$ cat src/rtl/proc_host_pkg.sv
// Shared constants and state encoding for the processor host controller.
// Imported by the controller top and its output register.
package proc_host_pkg;

    localparam int PH_DATA_WIDTH   = 32;
    localparam int PH_ADDR_WIDTH   = 10;
    localparam int PH_OP_WIDTH     = 3;
    localparam int PH_DEPTH        = 1 << PH_ADDR_WIDTH;
    localparam int PH_DONE_TIMEOUT = 4096;

    typedef enum logic [2:0] {
        IDLE,
        LOAD_A,
        LOAD_B,
        RUN,
        READ_REQ,
        READ_CAP,
        READ_OUT
    } state_t;

endpackage

$ cat src/rtl/proc_host_out_reg.sv
// Result output register: captures one word, then holds data and valid
// steady until the consumer accepts it.
module proc_host_out_reg
    import proc_host_pkg::*;
#(
    parameter int DATA_WIDTH = PH_DATA_WIDTH
) (
    input  logic                  clk_i,
    input  logic                  rst_i,
    input  logic                  capture_i,
    input  logic [DATA_WIDTH-1:0] data_i,
    input  logic                  ready_i,
    output logic                  valid_o,
    output logic [DATA_WIDTH-1:0] data_o
);

    logic                  valid_q, valid_d;
    logic [DATA_WIDTH-1:0] data_q, data_d;

    always_comb begin
        valid_d = valid_q;
        data_d  = data_q;
        if (capture_i) begin
            valid_d = 1'b1;
            data_d  = data_i;
        end else if (valid_q && ready_i) begin
            valid_d = 1'b0;
        end
    end

    always_ff @(posedge clk_i) begin
        if (rst_i) begin
            valid_q <= 1'b0;
            data_q  <= '0;
        end else begin
            valid_q <= valid_d;
            data_q  <= data_d;
        end
    end

    assign valid_o = valid_q;
    assign data_o  = data_q;

endmodule

$ cat src/rtl/proc_host_ctrl.sv
// Host-side batch controller: streams DEPTH operand tuples into processor
// memory, starts a run, waits for done, then streams the results back out.
module proc_host_ctrl
    import proc_host_pkg::*;
#(
    parameter int DATA_WIDTH   = PH_DATA_WIDTH,
    parameter int ADDR_WIDTH   = PH_ADDR_WIDTH,
    parameter int OP_WIDTH     = PH_OP_WIDTH,
    parameter int DEPTH        = 2 ** ADDR_WIDTH,
    parameter int DONE_TIMEOUT = PH_DONE_TIMEOUT
) (
    input  logic                  CLK,
    input  logic                  RST,
    input  logic                  s_valid,
    output logic                  s_ready,
    input  logic [DATA_WIDTH-1:0] s_a,
    input  logic [DATA_WIDTH-1:0] s_b,
    input  logic [OP_WIDTH-1:0]   s_op,
    output logic                  m_valid,
    input  logic                  m_ready,
    output logic [DATA_WIDTH-1:0] m_data,
    output logic [DATA_WIDTH-1:0] data_o,
    output logic [ADDR_WIDTH-1:0] addr_data_o,
    output logic                  ena_data_a_o,
    output logic                  wea_data_a_o,
    output logic                  ena_data_b_o,
    output logic                  wea_data_b_o,
    output logic                  ena_data_result_o,
    output logic                  wea_data_result_o,
    output logic [OP_WIDTH-1:0]   op_o,
    output logic [ADDR_WIDTH-1:0] addr_op_o,
    output logic                  ena_op_o,
    output logic                  wea_op_o,
    input  logic [DATA_WIDTH-1:0] result_i,
    output logic                  start_o,
    input  logic                  done_i,
    output logic                  busy_o,
    output logic                  err_o
);

    localparam int                    WD_W    = $clog2(DONE_TIMEOUT + 1);
    localparam logic [ADDR_WIDTH-1:0] K_LAST  = ADDR_WIDTH'(DEPTH - 1);
    localparam logic [WD_W-1:0]       WD_LAST = WD_W'(DONE_TIMEOUT - 1);

    state_t                state_q, state_d;
    logic [ADDR_WIDTH-1:0] k_q, k_d;
    logic [WD_W-1:0]       wdog_q, wdog_d;
    logic [DATA_WIDTH-1:0] b_q, b_d;
    logic [DATA_WIDTH-1:0] data_q, data_d;
    logic [ADDR_WIDTH-1:0] addr_data_q, addr_data_d;
    logic [ADDR_WIDTH-1:0] addr_op_q, addr_op_d;
    logic [OP_WIDTH-1:0]   op_q, op_d;
    logic                  wr_a_q, wr_a_d, wr_b_q, wr_b_d, wr_op_q, wr_op_d;
    logic                  rd_res_q, rd_res_d;
    logic                  s_ready_q, s_ready_d;
    logic                  start_q, start_d, busy_q, busy_d, err_q, err_d;

    // Memory strobes are registered, so each write lands one cycle after the
    // state that decided it; this keeps A/op and B writes in separate cycles.
    always_comb begin
        state_d     = state_q;
        k_d         = k_q;
        wdog_d      = wdog_q;
        b_d         = b_q;
        data_d      = data_q;
        addr_data_d = addr_data_q;
        addr_op_d   = addr_op_q;
        op_d        = op_q;
        wr_a_d      = 1'b0;
        wr_b_d      = 1'b0;
        wr_op_d     = 1'b0;
        rd_res_d    = 1'b0;
        start_d     = start_q;
        err_d       = err_q;
        unique case (state_q)
            IDLE: begin
                if (!done_i) begin
                    k_d     = '0;
                    state_d = LOAD_A;
                end
            end
            LOAD_A: begin
                if (s_valid && s_ready_q) begin
                    data_d      = s_a;
                    op_d        = s_op;
                    addr_data_d = k_q;
                    addr_op_d   = k_q;
                    wr_a_d      = 1'b1;
                    wr_op_d     = 1'b1;
                    b_d         = s_b;
                    state_d     = LOAD_B;
                end
            end
            LOAD_B: begin
                data_d      = b_q;
                addr_data_d = k_q;
                wr_b_d      = 1'b1;
                if (k_q == K_LAST) begin
                    wdog_d  = '0;
                    start_d = 1'b1;
                    state_d = RUN;
                end else begin
                    k_d     = k_q + 1'b1;
                    state_d = LOAD_A;
                end
            end
            RUN: begin
                if (done_i) begin
                    start_d     = 1'b0;
                    k_d         = '0;
                    addr_data_d = '0;
                    rd_res_d    = 1'b1;
                    state_d     = READ_REQ;
                end else if (wdog_q == WD_LAST) begin
                    err_d   = 1'b1;
                    start_d = 1'b0;
                    state_d = IDLE;
                end else begin
                    wdog_d = wdog_q + 1'b1;
                end
            end
            READ_REQ: state_d = READ_CAP;
            READ_CAP: state_d = READ_OUT;
            READ_OUT: begin
                if (m_valid && m_ready) begin
                    if (k_q == K_LAST) begin
                        state_d = IDLE;
                    end else begin
                        k_d         = k_q + 1'b1;
                        addr_data_d = k_q + 1'b1;
                        rd_res_d    = 1'b1;
                        state_d     = READ_REQ;
                    end
                end
            end
            default: state_d = IDLE;
        endcase
        s_ready_d = (state_d == LOAD_A);
        busy_d    = (state_d != IDLE);
    end

    always_ff @(posedge CLK) begin
        if (RST) begin
            state_q     <= IDLE;
            k_q         <= '0;
            wdog_q      <= '0;
            b_q         <= '0;
            data_q      <= '0;
            addr_data_q <= '0;
            addr_op_q   <= '0;
            op_q        <= '0;
            wr_a_q      <= 1'b0;
            wr_b_q      <= 1'b0;
            wr_op_q     <= 1'b0;
            rd_res_q    <= 1'b0;
            s_ready_q   <= 1'b0;
            start_q     <= 1'b0;
            busy_q      <= 1'b0;
            err_q       <= 1'b0;
        end else begin
            state_q     <= state_d;
            k_q         <= k_d;
            wdog_q      <= wdog_d;
            b_q         <= b_d;
            data_q      <= data_d;
            addr_data_q <= addr_data_d;
            addr_op_q   <= addr_op_d;
            op_q        <= op_d;
            wr_a_q      <= wr_a_d;
            wr_b_q      <= wr_b_d;
            wr_op_q     <= wr_op_d;
            rd_res_q    <= rd_res_d;
            s_ready_q   <= s_ready_d;
            start_q     <= start_d;
            busy_q      <= busy_d;
            err_q       <= err_d;
        end
    end

    proc_host_out_reg #(
        .DATA_WIDTH(DATA_WIDTH)
    ) u_out_reg (
        .clk_i    (CLK),
        .rst_i    (RST),
        .capture_i(state_q == READ_CAP),
        .data_i   (result_i),
        .ready_i  (m_ready),
        .valid_o  (m_valid),
        .data_o   (m_data)
    );

    assign s_ready           = s_ready_q;
    assign data_o            = data_q;
    assign addr_data_o       = addr_data_q;
    assign addr_op_o         = addr_op_q;
    assign op_o              = op_q;
    assign ena_data_a_o      = wr_a_q;
    assign wea_data_a_o      = wr_a_q;
    assign ena_data_b_o      = wr_b_q;
    assign wea_data_b_o      = wr_b_q;
    assign ena_op_o          = wr_op_q;
    assign wea_op_o          = wr_op_q;
    assign ena_data_result_o = rd_res_q;
    assign wea_data_result_o = 1'b0;
    assign start_o           = start_q;
    assign busy_o            = busy_q;
    assign err_o             = err_q;

endmodule

$ cat config.mk
export PLATFORM = sky130hd
export DESIGN_NAME = proc_host_ctrl
export DESIGN_NICKNAME = d
export VERILOG_FILES = /design/src/rtl/proc_host_pkg.sv /design/src/rtl/proc_host_out_reg.sv /design/src/rtl/proc_host_ctrl.sv
export SDC_FILE = /design/constraint.sdc
export NUM_CORES = 1
export LEC_CHECK = 0
export CAP_MARGIN = 5
export CORE_MARGIN = 2
export CORE_UTILIZATION = 30
export DETAILED_ROUTE_END_ITERATION = 8
export GPL_ROUTABILITY_DRIVEN = 1
export SYNTH_ARGS = -nofsm -noshare
export SYNTH_HDL_FRONTEND = slang
export SYNTH_SLANG_ARGS = --single-unit
$ cat constraint.sdc
create_clock -name CLK -period 2.2 [get_ports CLK]
set_clock_uncertainty 0.1 [all_clocks]
set_input_delay 0.44 -clock CLK [delete_from_list [all_inputs] [get_ports CLK]]
set_output_delay 0.44 -clock CLK [all_outputs]
set_load 0.02 [all_outputs]
# == Yosys cells after proc, flatten, opt, wreduce, memory -nomap -nowiden ==
# Cells that the tools add are included.
# op_classes
n_reduce_logical,17
n_addsub,2
eq_ne,18
n_lt_le_gt_ge,0
n_mux,35
div_mod_pow,0
multipliers,0
shift,0
bitwise,2
# op_table
cell,n
10-bit one-hot mux with 4 select lines,2
10-bit 2-to-1 mux,7
32-bit one-hot mux with 2 select lines,1
13-bit 2-to-1 mux,3
32-bit 2-to-1 mux,1
13-bit one-hot mux with 2 select lines,1
3-bit one-hot mux with 7 select lines,1
3-bit 2-to-1 mux,6
2-bit inequality test (second input constant),8
13-bit by 1-bit adder with 13-bit output (second input constant),1
13-bit by 12-bit equality test with 1-bit output (second input constant),1
10-bit by 1-bit adder with 10-bit output (second input constant),1
10-bit equality test (second input constant),1
1-bit 2-to-1 mux,10
3-bit equality test (second input constant),3
4-bit AND reduction,2
4-bit nonzero test,2
3-bit by 1-bit equality test with 1-bit output (second input constant),2
3-bit by 2-bit equality test with 1-bit output (second input constant),2
3-bit AND reduction,2
2-bit nonzero test,3
5-bit AND reduction,1
1-bit one-hot mux with 2 select lines,2
2-bit AND reduction,2
other kinds (7),9
# word_totals
memories,0
mem_bits_ro,0
register_bits,153
inputBits,104
word_cells,91
out_inout_bits,100
latch_bits,0
ramBits,0

# == Longest topological paths before layout ==
# Gate-level depths: netlist of the first run.
# logic_depth
depth_word,5
ltp_mapped,8

# == Cells and area by module ==
# A second synthesis of the first run with hierarchy kept.
# unflattened
hier_cells,787
area_unflattened_um2,6632.6
# by_module_without_submodules
mod,area_each_um2,instances,seq_area_each_um2,cells_per_inst
proc_host_ctrl,5427.7,1,2402.3,679
proc_host_out_reg,1204.9,1,660.6,108

# == Worst setup path after synthesis of the first run ==
# Ideal clock, no wire load.
# synth_path
path_kind,register to register
startpoint,register k_q[0]
endpoint,"register addr_data_q[8], in the netlist addr_data_o[8]"
path_stages_with_launch,9
required_time_ns,1.966
path_slack_ns,0.081
setup_time_ns,0.134
synth_period_minus_slack_ns,2.119
arrival_ns,1.885
cell_sequence,dfxtp_1 > ha_1 > nand4_2 > or3_1 > buf_2 > or3_4 > buf_6 > a21oi_1 > a211oi_1
# synth_via
elab_chain_len,4
elab_cells_between_ends,7
classes_between,1 x add/sub; 2 x eq/ne; 3 x mux; 1 x reduce/logical
# synth_rtl
item,line,text
"start, declared",proc_host_ctrl.sv:46,"logic [ADDR_WIDTH-1:0] k_q, k_d;"
"start signal, assigned",proc_host_ctrl.sv:162,k_q <= k_d;
10-bit by 1-bit adder with 10-bit output,proc_host_ctrl.sv:130,addr_data_d = k_q + 1'b1;
10-bit 2-to-1 mux,proc_host_ctrl.sv:126,if (k_q == K_LAST) begin
10-bit 2-to-1 mux,proc_host_ctrl.sv:125,if (m_valid && m_ready) begin
10-bit one-hot mux with 4 select lines,proc_host_ctrl.sv:75,unique case (state_q)
"end signal, assigned",proc_host_ctrl.sv:166,addr_data_q <= addr_data_d;
"end, declared",proc_host_ctrl.sv:50,"logic [ADDR_WIDTH-1:0] addr_data_q, addr_data_d;"
# Several ways; a longest one is shown, not always the timed one. The select of a mux whose other input is x is not followed.
# A chain may end at the register's enable or synchronous reset.

# == Worst setup path in the final report of the first run ==
# layout_path
startpoint,register wdog_q[0]
endpoint,"register s_ready_q, in the netlist s_ready"
# layout_via
elab_chain_len,5
# layout_rtl
item,line,text
"start, declared",proc_host_ctrl.sv:47,"logic [WD_W-1:0] wdog_q, wdog_d;"
"start signal, assigned",proc_host_ctrl.sv:163,wdog_q <= wdog_d;
13-bit by 12-bit equality test with 1-bit output,proc_host_ctrl.sv:114,end else if (wdog_q == WD_LAST) begin
3-bit 2-to-1 mux,proc_host_ctrl.sv:114,
3-bit 2-to-1 mux,proc_host_ctrl.sv:108,if (done_i) begin
3-bit one-hot mux with 7 select lines,proc_host_ctrl.sv:75,
3-bit by 1-bit equality test with 1-bit output,proc_host_ctrl.sv:138,s_ready_d = (state_d == LOAD_A);
"end signal, assigned",proc_host_ctrl.sv:173,s_ready_q <= s_ready_d;
"end, declared",proc_host_ctrl.sv:55,"logic s_ready_q, s_ready_d;"
# Every way passes these cells.

==> reports/qor.yml, run 1 <==
antenna_found_initial: 0
cts.path.max_buffers: 2
seq_area_frac_synth_pct: 47.48
tns_ps: 0
synth_top_area_share_pct: 47.48
grt_pass1_wl_um: 31290
wl_um: 20030
maxSlewHeadroom_pct: 56.03
crit_type: "reg -> reg"
synthTopCellsByArea: "dfxtp_1 (47%), nand2_1 (14%), a21oi_1 (8.5%)"
globalplace.congestion: 0.8424
root_buffer: "clkbuf_16"
post_cts_buffers: 0
worst_slew_pin_slew_ps: 659.5
grt_overflow: 0
hold_buffers: 0
cts_tree: "done"
drive_gt1_share_pct: 10.20
synth_edf_count: 0
dp.cells: 1292
timing_max_transition_violations_final: 0
viasPerCell: 4.861
die_y_um: 150.6
place_hpwl_um: 13490
rsz0062_at_grt: "no"
cts.reportedPaths.clkPinSlew_ps: 60
cts_buffers: 17
dr.pass1.iters: 5
routedWlPerCell_um: 15.13
finalCriticalPeriod_ps: 2059
start_kind: "flip-flop"
io_buffers: 202
start_util_pct: 30.59
fmax_mhz: 485.6
ys.flop_type: "dfxtp_1"
synth_cell_types: 55
vias: 6436
die_width_um: 150.6
io_pins: 204
maxCapViolations: 0
status: "finished clean"
rows: 53
placed_area_um2: 9012
design.core.area_um2: 21090
synth_largest_area_cell: "dfxtp_1"
synth_nets: 940
synthCells: 834
antennaDiodeCount: 0
final_cells: 1324
first_iter_violations: 390
ys_warn_count: 0
syn_avg_cell_area_um2: 7.735
path_max_fanout: 3
hold_viol_final: 0
drc: 0
yosysMostFrequentCell: "nand2_1"
ir_drop_mv: 0.4752
ant_nets: 0
postCtsResizedCells: 0
postSynth.asyncResetShare_pct: 0
synth_area_um2: 6451
synth_commonest_cells: "nand2_1 (245), dfxtp_1 (153), a21oi_1 (109)"
finalNetCount: 1142
worstPathArrival_ps: 2320
cts.sinks: 153
setup_viol: 0
htree_num_levels: 4
grt_pass1_vias: 6026
ys_seq_elements: 153
worstSkewPairLatency_ps: 420
stdcell_area_um2: 9582
area_delta_synth_final_pct: 48.53
die-area_um2: 22690
cp_data_required_time_ps: 2460
post-route-period-util_pct: 93.61
hold-worst-slack_ps: 194.1
end_kind: "flip-flop"
grt_max_degree: 86
cellPowerDensity_nw_per_um2: 687.7
worstHoldPathType: "in -> reg"
grt_usage_pct: 17.38
p_leak_nw: 3.266
r2r_setup_slack_ps: 140
## metrics by stage
stage / total power, mW / utilization [%] / setup WS, ps
global route: 6.887 / 45.44 / 28.98
CTS: 6.683 / 45.38 / 57.49
global placement: 3.873 / 42.74 / -127.0
floorplan: 3.377 / - / 81.29
finish: 6.589 / 45.44 / 140.6
detailed placement: 3.876 / 42.74 / -130.9
## worst max-delay path, cell delays in order, from the launching register on
cell	delay, ps
dfxtp_1	370
ha_1	210
nand3_1	150
nor4_2	340
nor2_1	140
a2111oi_1	340
buf_4	190
and4b_1	170
## registers in the layout, indices dropped and copies added (netlist names)
register / flops
ena_data_b_o: 1
start_o: 1
ena_op_o: 1
b_q: 32
k_q: 10
addr_data_o: 10
busy_o: 1
u_out_reg.data_o: 32
s_ready: 1
wdog_q: 13
state_q: 3
u_out_reg.valid_o: 1
ena_data_result_o: 1
op_o: 3
err_o: 1
addr_op_o: 10
data_o: 32
## final cells by class
type	instances	area [um^2]
fill	2120	11510
tap	275	344.1
sequential	153	3064
clock buffer	19	442.9
inverter	7	26.28
multi-input combinational	599	3063
clock inverter	13	113.9
timing repair buffer	258	2527
## kinds of logic after synthesis
kind of cell    count (synthesis)  share of synthesized area [%]
fa+ha+maj                       2                         0.3878
flops                         153                          47.48
buf+inv                        82                          5.430
xor+xnor                       11                          1.493
compound gates                192                          18.79
mux                             2                         0.3103
other cells                     1                        0.05813
simple gates                  391                          26.05
## where the power goes
group | switching (mW) | internal [mW]
clock network | 1.27 | 1.50
registers | 0.0618 | 2.86
logic | 0.429 | 0.459
total | 1.76 | 4.83
## cells in the final DEF (no fill, tap or decap), types with 7 or more instances in the layout
master,n
a21oi_1,109
a31oi_1,7
clkdlybuf4s50_1,201
clkbuf_16,17
dfxtp_1,152
buf_4,50
nand2_1,243
o21ai_0,11
nor2_1,68
nor3_1,11
xnor2_1,11
buf_12,7
a311oi_1,34
nor4_1,12
nand3_1,10
## layer usage
metal | track usage [%] | routed length (um)
met3 | 5.212 | 1404
met5 | 0 | 0
met4 | 4.439 | 198
met2 | 27.41 | 9132
met1 | 23.24 | 9291
## final timing paths
check | from | to | depth (start not counted)
setup reg to reg | wdog_q[0] | s_ready | 7
setup / recovery | wdog_q[0] | s_ready | 7
hold reg to reg | u_out_reg.data_o[0] | u_out_reg.data_o[0] | 2
hold / removal | RST | k_q[8] | 2
No activity file was read; power rests on OpenSTA's default activity.
==> inputs of run 2 (changes only) <==
--- a/config.mk
+++ b/config.mk
@@ -7,9 +7,10 @@
 export LEC_CHECK = 0
 export CAP_MARGIN = 5
 export CORE_MARGIN = 2
-export CORE_UTILIZATION = 30
+export CORE_UTILIZATION = 42
 export DETAILED_ROUTE_END_ITERATION = 8
 export GPL_ROUTABILITY_DRIVEN = 1
+export PLACE_DENSITY = 0.76
 export SYNTH_ARGS = -nofsm -noshare
 export SYNTH_HDL_FRONTEND = slang
 export SYNTH_SLANG_ARGS = --single-unit
==> constraint.sdc (replaced) <==
create_clock -name CLK -period 2.2 [get_ports CLK]
set_clock_uncertainty 0.1 [all_clocks]
set_input_delay 0.33 -clock CLK [delete_from_list [all_inputs] [get_ports CLK]]
set_output_delay 0.33 -clock CLK [all_outputs]
set_load 0.02 [all_outputs]
==> run 2 against run 1 <==
Net effect: core utilization up 17 points; largest cell class is now multi-input combinational cells; total power grew 5.6%; first-iteration DRC count rose by 18%; critical path depth down 2; clock power grew 15%; count of clock-buffer cells in the layout is 2 lower.
==> reports/qor.yml, run 2 (synthesis gave the netlist of run 1 again) <==
drive_gt1_share_pct: 9.538  # -0.66 points
end_kind: "flip-flop"
post-route-period-util_pct: 94.87  # +1.3 points
finalCriticalPeriod_ps: 2087  # +27.71 ps
p_leak_nw: 3.263  # about the same
root_buffer: "clkbuf_16"
maxSlewHeadroom_pct: 52.10  # -3.9 points
grt_pass1_vias: 5934  # -1.5%
area_delta_synth_final_pct: 46.86
path_buf_inv: 0  # -1
crit_type: "reg -> reg"
die_y_um: 127.9  # -15%
setup_viol: 0  # unchanged
htree_num_levels: 4  # unchanged
worstPathArrival_ps: 2250  # -70 ps
maxCapViolations: 0  # unchanged
grt_max_degree: 66  # -23%
clockPowerShare_pct: 45.8  # +3.7 points
grt_pass1_wl_um: 29120  # -6.9%
antenna_found_initial: 0  # unchanged
rsz0062_at_grt: "no"
layout_commonest_cell: "nand2_1"
cts_tree: "done"
design_power_total_mw: 6.960  # +5.6%
tns_ps: 0  # unchanged
setup_ws_ps: 112.9  # -27.71 ps
wl_um: 18170  # -9.3%
finalNetCount: 1132  # -0.88%
hold_viol_final: 0  # unchanged
ir_drop_mv: 0.5151  # +8.4%
hold_buffers: 0  # unchanged
grt_overflow: 0  # unchanged
slowest_stage: "dfxtp_1"
worstHoldPathType: "in -> reg"
post-place-ws_ps: 2.242  # +133.1 ps
io_buffers: 202  # unchanged
place_hpwl_um: 12360  # -8.3%
viasPerCell: 5.309  # +9.2%
layout_common_cells: "nand2_1 (243), clkdlybuf4s50_1 (201), dfxtp_1 (152)"
cts.sinks: 153  # unchanged
internal-power_mw: 5.317  # +10%
start_util_pct: 42.75  # +12 points
io_pins: 204  # unchanged
max_stage_delay_ps: 500  # +130 ps
timing_max_transition_violations_final: 0  # unchanged
p_seq_share_pct: 42.0  # -2.4 points
cts_buffers: 17  # unchanged
ant_nets: 0  # unchanged
worst_slew_pin_slew_ps: 718.5  # +59.01 ps
die_width_um: 127.9  # -15%
dr.pass1.iters: 5  # unchanged
cpLargestDelayFamily: "simple AND/OR/NAND/NOR gates"
hold_path_depth: 2  # unchanged
rows: 45  # -15%
crit_top_cell: "or3_4"
status: "finished clean"
worstPathCellList: "nand4_2 > or3_4 > or3_4 > a21oi_1 > a311oi_2"
drc: 0  # unchanged
reg2reg_depth: 5  # -2
antennaDiodeCount: 0  # unchanged
combPwrFrac_pct: 12.2  # -1.3 points
critical_path_depth: 5  # -2
switching_power_mw: 1.642  # -6.8%
cts.path.max_buffers: 2  # unchanged
fmax_mhz: 479.1  # -1.3%
sw_frac_of_total_pct: 23.60  # -3.2 points
worstSkewPairLatency_ps: 420  # about the same
cts.reportedPaths.clkPinSlew_ps: 60  # about the same
cellPowerDensity_nw_per_um2: 734.6  # +6.8%
cp_data_required_time_ps: 2370  # -90 ps
start_kind: "flip-flop"
routedWlPerCell_um: 14.82  # -2.0%
utilization_pct: 62.79  # +17 points
path_max_fanout: 13  # +10
vias: 6509  # +1.1%
die-area_um2: 16370  # -28%
design.core.area_um2: 15090  # -28%
hold-worst-slack_ps: 168.8  # -25.32 ps
first_iter_violations: 460  # +18%
grt_usage_pct: 22.03  # +4.7 points
globalplace.congestion: 0.8804  # +4.5%
-- run 2: changes by cell type in the layout (fill, tap and decap cells not counted), moves of 2 or more --
cell | before | now
buf_4 | 50 | 42
bufinv_16 | 0 | 5
buf_12 | 7 | 5
clkinvlp_4 | 3 | 1
inv_6 | 5 | 3
-- run 2: per-layer routing --
| metal | up-vias | GRT usage, % | part of all wire (%) |
|---|---|---|---|
| li1 | 3244 | - | - |
| met1 | 2997 | 28.46 | 44 |
| met2 | 233 | 35.17 | 46 |
| met3 | 35 | 6.803 | 7.7 |
| met4 | 0 | 7.369 | 2.4 |
| met5 | - | 0 | 0 |
-- run 2: area by class of cell --
type / instances / area (um^2)
fillers: 1314 / 5615
multi-input cells: 599 / 3075
flip-flops and latches: 153 / 3064
repair buffers: 248 / 2427
clock buffers: 17 / 425.4
well taps: 188 / 235.2
clock inverters: 14 / 220.2
inverters: 7 / 26.28
-- run 2: final timing paths --
path / slack (ps) / startpoint / to
max: 110 / k_q[4] / addr_data_o[1]
min: 170 / RST / k_q[1]
max reg2reg: 110 / k_q[4] / addr_data_o[1]
min reg2reg: 350 / u_out_reg.data_o[30] / u_out_reg.data_o[30]
-- run 2: per-stage QoR --
step / cells / area (um^2)
4_1_cts: 1226 / 9449
3_3_place_gp: 1195 / 8803
3_5_place_dp: 1195 / 8803
6_report: 1226 / 9474
2_1_floorplan: 834 / 6451
5_1_grt: 1226 / 9474
-- run 2: power groups by stage --
stage | Combinational (mW) | Sequential, mW | Clock [mW]
6_report | 0.849 | 2.93 | 3.19
4_1_cts | 0.850 | 2.92 | 3.25
2_1_floorplan | 0.323 | 3.05 | 0
3_5_place_dp | 0.844 | 2.98 | 0
5_1_grt | 0.921 | 2.93 | 3.38
3_3_place_gp | 0.839 | 2.99 | 0
-- run 2: timing repair --
item | CTS | global route
resized for setup | 0 | 8
setup buffers | 0 | 0
setup endpoints to repair | 0 | 49
